### src/rtl/hash_table_pkg.sv
// Shared hash-table types: command encoding carried with every task.
package hash_table;
  typedef enum logic [1:0] {
    HT_SEARCH = 2'd0,
    HT_INSERT = 2'd1,
    HT_DELETE = 2'd2,
    HT_NOP    = 2'd3
  } ht_cmd_t;
endpackage

### src/rtl/ht_task_if.sv
// Valid/ready task channel: key, value and command toward or from the hash table.
interface ht_task_if
  import hash_table::*;
#(
  parameter int KEY_WIDTH   = 32,
  parameter int VALUE_WIDTH = 16
) ();
  logic [KEY_WIDTH-1:0]   key;
  logic [VALUE_WIDTH-1:0] value;
  ht_cmd_t                cmd;
  logic                   valid;
  logic                   ready;

  modport master (output key, value, cmd, valid, input ready);
  modport slave  (input key, value, cmd, valid, output ready);
endinterface

### src/rtl/ht_task_fifo_ram.sv
// Simple dual-port storage with a registered read; no reset on contents.
module ht_task_fifo_ram #(
  parameter int WIDTH  = 8,
  parameter int ADDR_W = 4
) (
  input  logic              clk_i,
  input  logic              we_i,
  input  logic [ADDR_W-1:0] waddr_i,
  input  logic [WIDTH-1:0]  wdata_i,
  input  logic [ADDR_W-1:0] raddr_i,
  output logic [WIDTH-1:0]  rdata_o
);
  logic [WIDTH-1:0] mem_q [2**ADDR_W];
  logic [WIDTH-1:0] rdata_q;

  always_ff @(posedge clk_i) begin
    if (we_i) mem_q[waddr_i] <= wdata_i;
    rdata_q <= mem_q[raddr_i];
  end

  assign rdata_o = rdata_q;
endmodule

### src/rtl/ht_task_queue.sv
// Task FIFO in front of the hash table with an in-flight cap and an underflow flag.
module ht_task_queue
  import hash_table::*;
#(
  parameter int KEY_WIDTH    = 32,
  parameter int VALUE_WIDTH  = 16,
  parameter int DEPTH_LOG2   = 4,
  parameter int MAX_INFLIGHT = 8
) (
  input  logic                  clk_i,
  input  logic                  rst_i,
  ht_task_if.slave              ht_task_in,
  ht_task_if.master             ht_task_out,
  input  logic                  res_done_i,
  output logic [DEPTH_LOG2:0]   used_words_o,
  output logic [7:0]            inflight_o,
  output logic                  underflow_err_o
);
  localparam int CMD_W = $bits(ht_cmd_t);
  localparam int DW    = KEY_WIDTH + VALUE_WIDTH + CMD_W;
  localparam logic [DEPTH_LOG2:0] FULL_CNT = (DEPTH_LOG2+1)'(2**DEPTH_LOG2);

  logic [DEPTH_LOG2-1:0] wr_ptr_q, wr_ptr_d, rd_ptr_q, rd_ptr_d;
  logic [DEPTH_LOG2:0]   used_q, used_d;
  logic [7:0]            infl_q, infl_d;
  logic                  err_q, err_d, rdy_q, rdy_d, fwd_q, fwd_d;
  logic [DW-1:0]         fwd_data_q, wdata, ram_rdata, rdata;
  logic                  push, pop, out_valid;

  assign push      = ht_task_in.valid & ht_task_in.ready;
  assign out_valid = !rst_i && (used_q != '0) && (infl_q < 8'(MAX_INFLIGHT));
  assign pop       = out_valid & ht_task_out.ready;
  assign wdata     = {ht_task_in.cmd, ht_task_in.value, ht_task_in.key};

  always_comb begin
    wr_ptr_d = push ? wr_ptr_q + 1'b1 : wr_ptr_q;
    rd_ptr_d = pop  ? rd_ptr_q + 1'b1 : rd_ptr_q;
    used_d   = used_q;
    case ({push, pop})
      2'b10:   used_d = used_q + 1'b1;
      2'b01:   used_d = used_q - 1'b1;
      default: used_d = used_q;
    endcase
    rdy_d = (used_d != FULL_CNT);
    // The RAM returns stale data when the write and read address collide on one edge.
    fwd_d = push && (wr_ptr_q == rd_ptr_d);
    infl_d = infl_q;
    err_d  = err_q;
    case ({pop, res_done_i})
      2'b10: infl_d = infl_q + 8'd1;
      2'b01: begin
        if (infl_q == 8'd0) err_d = 1'b1;
        else                infl_d = infl_q - 8'd1;
      end
      default: infl_d = infl_q;
    endcase
  end

  always_ff @(posedge clk_i) begin
    if (rst_i) begin
      wr_ptr_q   <= '0;
      rd_ptr_q   <= '0;
      used_q     <= '0;
      infl_q     <= '0;
      err_q      <= 1'b0;
      rdy_q      <= 1'b1;
      fwd_q      <= 1'b0;
      fwd_data_q <= '0;
    end else begin
      wr_ptr_q   <= wr_ptr_d;
      rd_ptr_q   <= rd_ptr_d;
      used_q     <= used_d;
      infl_q     <= infl_d;
      err_q      <= err_d;
      rdy_q      <= rdy_d;
      fwd_q      <= fwd_d;
      fwd_data_q <= wdata;
    end
  end

  ht_task_fifo_ram #(.WIDTH(DW), .ADDR_W(DEPTH_LOG2)) u_ram (
    .clk_i   (clk_i),
    .we_i    (push),
    .waddr_i (wr_ptr_q),
    .wdata_i (wdata),
    .raddr_i (rd_ptr_d),
    .rdata_o (ram_rdata)
  );

  assign rdata             = fwd_q ? fwd_data_q : ram_rdata;
  assign ht_task_in.ready  = rdy_q && !rst_i;
  assign ht_task_out.valid = out_valid;
  assign ht_task_out.key   = rdata[KEY_WIDTH-1:0];
  assign ht_task_out.value = rdata[KEY_WIDTH +: VALUE_WIDTH];
  assign ht_task_out.cmd   = ht_cmd_t'(rdata[DW-1 -: CMD_W]);
  assign used_words_o      = used_q;
  assign inflight_o        = infl_q;
  assign underflow_err_o   = err_q;
endmodule

### src/flat_wrapper.sv
// flat-port wrapper written by rule: the top's interface ports become plain ports
module ht_task_queue_flat import hash_table::*;
#(
  parameter int KEY_WIDTH    = 32,
  parameter int VALUE_WIDTH  = 16,
  parameter int DEPTH_LOG2   = 4,
  parameter int MAX_INFLIGHT = 8
)
  (clk_i, rst_i, res_done_i, used_words_o, inflight_o, underflow_err_o, ht_task_in_key, ht_task_in_value, ht_task_in_cmd, ht_task_in_valid, ht_task_in_ready, ht_task_out_key, ht_task_out_value, ht_task_out_cmd, ht_task_out_valid, ht_task_out_ready);
  ht_task_if #(.KEY_WIDTH(KEY_WIDTH), .VALUE_WIDTH(VALUE_WIDTH)) ht_task_in_i ();
  ht_task_if #(.KEY_WIDTH(KEY_WIDTH), .VALUE_WIDTH(VALUE_WIDTH)) ht_task_out_i ();
  input  logic clk_i;
  input  logic rst_i;
  input  logic res_done_i;
  output logic [DEPTH_LOG2:0] used_words_o;
  output logic [7:0] inflight_o;
  output logic underflow_err_o;
  input wire logic [$bits(ht_task_in_i.key)-1:0] ht_task_in_key;
  input wire logic [$bits(ht_task_in_i.value)-1:0] ht_task_in_value;
  input wire logic [$bits(ht_task_in_i.cmd)-1:0] ht_task_in_cmd;
  input wire logic [$bits(ht_task_in_i.valid)-1:0] ht_task_in_valid;
  output wire logic [$bits(ht_task_in_i.ready)-1:0] ht_task_in_ready;
  output wire logic [$bits(ht_task_out_i.key)-1:0] ht_task_out_key;
  output wire logic [$bits(ht_task_out_i.value)-1:0] ht_task_out_value;
  output wire logic [$bits(ht_task_out_i.cmd)-1:0] ht_task_out_cmd;
  output wire logic [$bits(ht_task_out_i.valid)-1:0] ht_task_out_valid;
  input wire logic [$bits(ht_task_out_i.ready)-1:0] ht_task_out_ready;
  assign ht_task_in_i.key = ht_task_in_key;
  assign ht_task_in_i.value = ht_task_in_value;
  assign ht_task_in_i.cmd = ht_task_in_cmd;
  assign ht_task_in_i.valid = ht_task_in_valid;
  assign ht_task_in_ready = ht_task_in_i.ready;
  assign ht_task_out_key = ht_task_out_i.key;
  assign ht_task_out_value = ht_task_out_i.value;
  assign ht_task_out_cmd = ht_task_out_i.cmd;
  assign ht_task_out_valid = ht_task_out_i.valid;
  assign ht_task_out_i.ready = ht_task_out_ready;
  ht_task_queue #(.KEY_WIDTH(KEY_WIDTH), .VALUE_WIDTH(VALUE_WIDTH), .DEPTH_LOG2(DEPTH_LOG2), .MAX_INFLIGHT(MAX_INFLIGHT)) u_core (.clk_i(clk_i), .rst_i(rst_i), .ht_task_in(ht_task_in_i), .ht_task_out(ht_task_out_i), .res_done_i(res_done_i), .used_words_o(used_words_o), .inflight_o(inflight_o), .underflow_err_o(underflow_err_o));
endmodule
### config.mk
export PLATFORM = sky130hd
export DESIGN_NAME = ht_task_queue_flat
export DESIGN_NICKNAME = d
export VERILOG_FILES = /design/src/rtl/hash_table_pkg.sv /design/src/rtl/ht_task_if.sv /design/src/rtl/ht_task_fifo_ram.sv /design/src/rtl/ht_task_queue.sv /design/src/flat_wrapper.sv
export SDC_FILE = /design/constraint.sdc
export NUM_CORES = 1
export LEC_CHECK = 0
export ABC_CLOCK_PERIOD_IN_PS = 5390
export BUFFER_PORTS_ARGS = -buffer_cell sky130_fd_sc_hd__buf_4
export CAP_MARGIN = 25
export CORE_MARGIN = 2
export CORE_UTILIZATION = 50
export DETAILED_ROUTE_END_ITERATION = 10
export GPL_ROUTABILITY_DRIVEN = 0
export GPL_TIMING_DRIVEN = 0
export PLACE_DENSITY = 0.69
export SYNTH_ARGS = -nofsm -noshare
export SYNTH_HDL_FRONTEND = slang
export SYNTH_SLANG_ARGS = --single-unit
export TNS_END_PERCENT = 1
### constraint.sdc
create_clock -name clk_i -period 5.39 [get_ports clk_i]
set_input_delay 0.539 -clock clk_i [delete_from_list [all_inputs] [get_ports clk_i]]
set_output_delay 0.539 -clock clk_i [all_outputs]
set_load 0.05 [all_outputs]
# Word level (Yosys, flattened, before mapping)
# Memories as Yosys holds them, arrays and structs flattened. A register that Yosys moved wholly into a read port is not among the register bits.
# Cells that the tools add are included.
[classes]
n_addsub = 6
magnitude_cmp = 1
n_eq_ne = 7
n_mux = 7
n_bitwise = 2
n_reduce_logical = 10
[op_table]
columns = ["cell", "count"]
rows = [
  ["50-bit two-way mux", 1],
  ["8-bit one-hot mux with 2 select lines", 1],
  ["5-bit one-hot mux with 2 select lines", 1],
  ["4-bit by 1-bit adder with 4-bit output, second input constant", 2],
  ["8-bit by 1-bit adder with 8-bit output, second input constant", 1],
  ["8-bit logical NOT", 1],
  ["8-bit by 4-bit less-than comparator with 1-bit output, second input constant", 1],
  ["8-bit two-way mux", 1],
  ["8-bit by 1-bit subtractor with 8-bit output, second input constant", 1],
  ["5-bit by 1-bit adder with 5-bit output, second input constant", 1],
  ["5-bit inequality test, second input constant", 1],
  ["5-bit nonzero test", 1],
  ["5-bit by 1-bit subtractor with 5-bit output, second input constant", 1],
  ["2-bit by 1-bit == test with 1-bit output, second input constant", 2],
  ["2-bit == test, second input constant", 2],
  ["4-bit == test", 1],
  ["1-bit logical AND", 4],
  ["4-bit two-way mux", 1],
  ["2-bit AND reduction", 2],
  ["1-bit AND", 2],
  ["1-bit two-way mux", 2],
  ["2-bit inequality test, second input constant", 1],
  ["2-bit nonzero test", 1],
  ["1-bit logical NOT", 1],
]
[totals]
reg_bits = 74
ramBits = 800
word_cells = 42
n_memories = 1
[memory_table]
columns = ["memory", "depth", "word_bits", "rd", "rd_ports_with_merged_regs", "write_ports", "line", "text"]
rows = [
  ["u_core.u_ram.mem_q", 16, 50, 1, 1, 1, "ht_task_fifo_ram.sv:13", "logic [WIDTH-1:0] mem_q [2**ADDR_W];"],
]

# Depth between registers and ports, before layout
[depth]
word_depth = 7
mapped_depth = 14

# By module
# From an unflattened synthesis, not the netlist that was laid out.
[unflattened]
cells_unflattened = 1618
area_unflattened_um2 = 34272.9
[by_module_without_submodules]
columns = ["module", "n_inst", "cells_per_inst", "area_per_inst_um2"]
rows = [
  ["ht_task_fifo_ram", 1, 1294, 30912.1],
  ["ht_task_queue", 1, 324, 3360.7],
]

# Worst setup path before layout
# Ideal clock, no wire load.
[synth_timing]
kind = "input port to flip-flop"
from = "input rst_i"
to = "memory u_core.u_ram.mem_q[3][0] in the netlist's numbering, enable pin"
arrival_time_ns = 5.345
required_time_ns = 4.871
setup_slack_ns = -0.474
stages = 5
path_buffers = 1
path_cell_list = "nor2b_1 > and2_1 > clkbuf_1 > nand2_1 > nor3_1"
[synth_via]
elab_chain_len = 5
[synth_rtl]
columns = ["element", "line", "text"]
rows = [
  ["start: declaration", "flat_wrapper.sv:13", "input logic rst_i;"],
  ["1-bit logical NOT", "ht_task_queue.sv:91", "assign ht_task_in.ready = rdy_q && !rst_i;"],
  ["1-bit logical AND", "ht_task_queue.sv:91", ""],
  ["1-bit AND", "ht_task_queue.sv:30", "assign push = ht_task_in.valid & ht_task_in.ready;"],
  ["1-bit two-way mux", "ht_task_fifo_ram.sv:17", "if (we_i) mem_q[waddr_i] <= wdata_i;"],
  ["1-bit two-way mux (implied by the code)", "ht_task_fifo_ram.sv:17", ""],
  ["end: declaration", "ht_task_fifo_ram.sv:13", ""],
]
# Every way passes these cells.

# Worst setup path in the final report
[layout_timing]
from = "register u_core.infl_q[3], in the netlist u_core.inflight_o[3]"
to = "register u_core.rdy_q"
[layout_via]
elab_chain_len = 6
elab_cells_between_ends = 7
cone_classes = "order compare: 1; eq/ne: 3; mux: 1; bitwise: 1; reduce/logical: 1"
[layout_rtl]
columns = ["element", "line", "text"]
rows = [
  ["start: declaration", "ht_task_queue.sv:25", "logic [7:0] infl_q, infl_d;"],
  ["start signal: assignment", "ht_task_queue.sv:73", "infl_q <= infl_d;"],
  ["8-bit by 4-bit less-than comparator with 1-bit output *", "ht_task_queue.sv:31", "assign out_valid = !rst_i && (used_q != '0) && (infl_q < 8'(MAX_INFLIGHT));"],
  ["1-bit logical AND *", "ht_task_queue.sv:31", ""],
  ["1-bit AND *", "ht_task_queue.sv:32", "assign pop = out_valid & ht_task_out.ready;"],
  ["2-bit by 1-bit == test with 1-bit output or 2-bit == test (tied branches)", "ht_task_queue.sv:39", "case ({push, pop})"],
  ["5-bit one-hot mux with 2 select lines *", "ht_task_queue.sv:39", ""],
  ["5-bit inequality test *", "ht_task_queue.sv:44", "rdy_d = (used_d != FULL_CNT);"],
  ["end signal: assignment", "ht_task_queue.sv:75", "rdy_q <= rdy_d;"],
  ["end: declaration", "ht_task_queue.sv:26", "logic err_q, err_d, rdy_q, rdy_d, fwd_q, fwd_d;"],
]
# Mark *: on every way between the ends. The rest lies on a longest branch, timed or not.
# A chain may end at the register's enable or synchronous reset.

==> impl_results.md <==
* Post-synthesis instance area at 0.0388 mm2
* Critical path type: reg2reg
* Required time of the worst setup path at 5.92 ns
* Final Hold Viols at 0
* Min-delay worst type: in2reg
* Startpoint types: register
* Drt pass-1 iters at 6
* Setup crit end kind: register
* First-pass GRT wire length at 161000 um
* Wire per inst at 27.2 um
* Final cell count without fillers at 4025
* Post-route cell area at 0.0450 mm2
* Clock buffer count from CTS at 92
* Metal-1 WL at 42600 um
* CTS sink count at 924
* Flop pwr share at 46.4%
* Synth unique cells at 54
* Synth Register Bits at 924
* Met2 routed WL at 53000 um
* Arr. time, crit path at 5.06 ns
* CTS Buffer Depth at 3
* WL met3 at 9020 um
* Combinational power share at 16.6%
* Ports at 121
* Area of the core at 0.0772 mm2
* Max-cap violations at 0
* Sequential area share after synthesis at 68.3%
* Slew Viols, Final at 0
* Switching Share at 27.2%
* CP Max Fanout at 10
* Pwr dens at 385 mW/mm2
* Gr ovfl total at 0
* Final setup violation count at 0
* Most used DFF post-synth: edfxtp_1
* Setup_tns at 0 ns
* Syn_nets at 2717
* Mean Syn Cell Area at 14.7 um2
* Share of layout cells above drive strength 1 at 16.8%
* Area delta synth->final at 15.9%
* Synth async-reset ratio at 0%
* Achievable frequency at 0.221 GHz
* Vias at 25800
* Final WL at 109000 um
* RSZ-0062 raised after global routing: false
* Via density at 6.41
* Synth warn at 0
* Int Power at 0.0126 W
* LEAKAGE at 14.5 nW
* EDFF count, synth at 800
* Sw Pwr at 0.00472 W
* Initial antenna violation count at 4
* Top Metal Used: met5
* Worst Tran Pin Value at 1.11 ns
* ANT nets after route at 0
* Crit-path cells: nor3_1 -> o211ai_4 -> inv_2 -> buf_2 -> buf_2 -> buf_2 -> ha_1 -> ha_1 -> a21o_1 -> a21oi_1 -> xor2_1 -> or3_1 -> a21oi_1 -> nand3_1
* Post-CTS sizing at 0
* Clock Skew at 0.0318 ns
* Rows at 102
* Worst path max stage delay at 0.57 ns
* Gr usage total at 27.2%
* Result of the run: complete, no violations
* Die Width at 283 um
* Syn Inst Count at 2645
* Port bufs at 120
* Clk pwr share at 37.0%
* Initial core utilization at 50.3%
* H-Tree Depth at 3
* Post-CTS Repair Setup Buffers at 0
* Fin crit period at 4.53 ns
* VDD IR max at 0.280 mV
* Residual DRC at 0
* 1st-iter DRT viols at 3025
* Final core occ at 58.3%
* Placed cells at 3850
* Placed cell areas at 0.0419 mm2
* Total power at 0.0173 W
* Final worst-path cycle share at 84.1%
* Full die area at 0.0799 mm2
* CTS tree: built
* Vias in the first global route at 26000
* Largest net degree at the start of global routing at 27
* CP max stage cell: nor3_1
* Max transition margin at 26.1%
* Worst-Skew Late Latency at 0.67 ns
* Die Ht at 283 um
* HPWL after detailed placement at 75000 um
* NumNets Final at 2976
* Hold Buf Count CTS at 0
* Root buffer cell: clkbuf_16
* Most common cell on crit path: buf_2
* Clk slew on worst S/H paths at 0.06 ns
## synthesized netlist by cell type (2+ instances only)
library cell | instances | area, um2
mux2i_1 | 210 | 2100
a31oi_1 | 52 | 325
buf_4 | 6 | 45.0
o21ai_0 | 108 | 541
o22ai_1 | 54 | 338
nor2_1 | 46 | 173
xor2_1 | 8 | 70.1
o221ai_1 | 198 | 1730
nand2b_1 | 6 | 37.5
ha_1 | 15 | 188
buf_1 | 15 | 56.3
or3_1 | 4 | 25.0
edfxtp_1 | 800 | 24000
mux2_2 | 101 | 1140
inv_1 | 14 | 52.6
nand3_1 | 104 | 521
a21boi_0 | 2 | 15.0
nor3_1 | 13 | 65.1
a21oi_1 | 11 | 55.1
dfxtp_1 | 124 | 2480
and3_1 | 49 | 307
o21a_1 | 3 | 22.5
xnor2_1 | 12 | 105
a21o_1 | 2 | 15.0
o31ai_1 | 3 | 22.5
nor2b_1 | 150 | 938
o211ai_1 | 50 | 375
nand2_1 | 61 | 229
clkbuf_1 | 142 | 533
a211o_1 | 98 | 858
or2_2 | 2 | 12.5
buf_2 | 62 | 310
o22a_1 | 98 | 858
fa_1 | 2 | 40.0
## cell type report
cell class	count	area, um2
Antenna cell	1	2.50
Sequential cell	924	26500
Tap cell	1040	1300
Fill cell	5835	32200
Inverter	15	56.3
Multi-Input combinational cell	1481	11400
Clock buffer	125	2560
Buffer	225	945
Timing Repair Buffer	165	1690
Clock inverter	49	492
## power groups by stage
stage               Combinational [W]  Sequential, W  Clock (W)
floorplan                     0.00174        0.00827          0
global placement              0.00274        0.00818          0
detailed placement            0.00283        0.00818          0
global route                  0.00304        0.00805    0.00674
CTS                           0.00284        0.00803    0.00646
finish                        0.00287        0.00803    0.00642
## critical path, delay by kind of cell, from the launching register on
kind / cells / cell delay (ns)
AO/OA/AOI/OAI: 4 / 0.83
XOR/XNOR: 1 / 0.09
adder cells (fa/ha/maj): 2 / 0.70
buffers and inverters: 4 / 1.43
flip-flops: 1 / 0.36
AND/OR/NAND/NOR: 3 / 0.98
## cell usage in the layout, fill, tap and decap left out, drive strengths merged, types with 51 or more instances in the layout
master | synthesis | layout
a211o | 98 | 98
a31oi | 52 | 52
buf | 83 | 248
clkbuf | 142 | 267
dfxtp | 124 | 124
edfxtp | 800 | 800
mux2 | 102 | 102
mux2i | 211 | 211
nand2 | 61 | 61
nand3 | 104 | 104
nor2b | 150 | 150
o211ai | 51 | 51
o21ai | 110 | 110
o221ai | 198 | 198
o22a | 98 | 98
o22ai | 54 | 54
## state kept, by name (all words and copies together) (netlist names)
name / flops
u_core.rdy_q: 1
u_core.fwd_q: 1
u_core.rd_ptr_q: 4
u_core.underflow_err_o: 1
u_core.wr_ptr_q: 4
u_core.fwd_data_q: 50
u_core.u_ram.rdata_o: 50
u_core.used_words_o: 5
u_core.inflight_o: 8
u_core.u_ram.mem_q: 800
## metal layers
metal  up-vias  track usage, %
met1     13000            34.8
li1      11200               -
met4         2            12.4
met5         -               0
met3       284            4.54
met2      1403            45.5
## path summary, 6_finish.rpt
kind / from / to / slack [ns] / cells past startpoint
worst min-delay path: ht_task_in_key[2] / u_core.u_ram.mem_q[1][2]$_DFFE_PP_ / 0.19 / 1
worst min register to register: u_core.underflow_err_o$_SDFFE_PP0P_ / u_core.underflow_err_o$_SDFFE_PP0P_ / 0.49 / 2
worst max-delay path: u_core.inflight_o[3]$_SDFFE_PP0P_ / u_core.rdy_q$_SDFF_PP1_ / 0.86 / 14
worst max register to register: u_core.inflight_o[3]$_SDFFE_PP0P_ / u_core.rdy_q$_SDFF_PP1_ / 0.86 / 14
## cells by family (layout without fill, tap and decap cells)
logic type,count (synthesis),in the layout,share of synthesized area (%)
mux,314,314,8.47
flops,924,924,68.3
other cells,0,1,0
simple gates,443,443,6.12
compound gates,687,687,13.5
fa+ha+maj,17,17,0.586
buf+inv,240,579,2.58
xor+xnor,20,20,0.451
## per-stage QoR
stage / setup slack [ns] / hold slack (ns)
3_3_place_gp: -2.58 / 0.463
3_5_place_dp: 0.819 / 0.472
2_1_floorplan: -0.441 / 0.544
4_1_cts: 0.926 / 0.153
5_1_grt: 0.626 / 0.182
6_report: 0.855 / 0.191
Power figures use the tool's default switching activity.
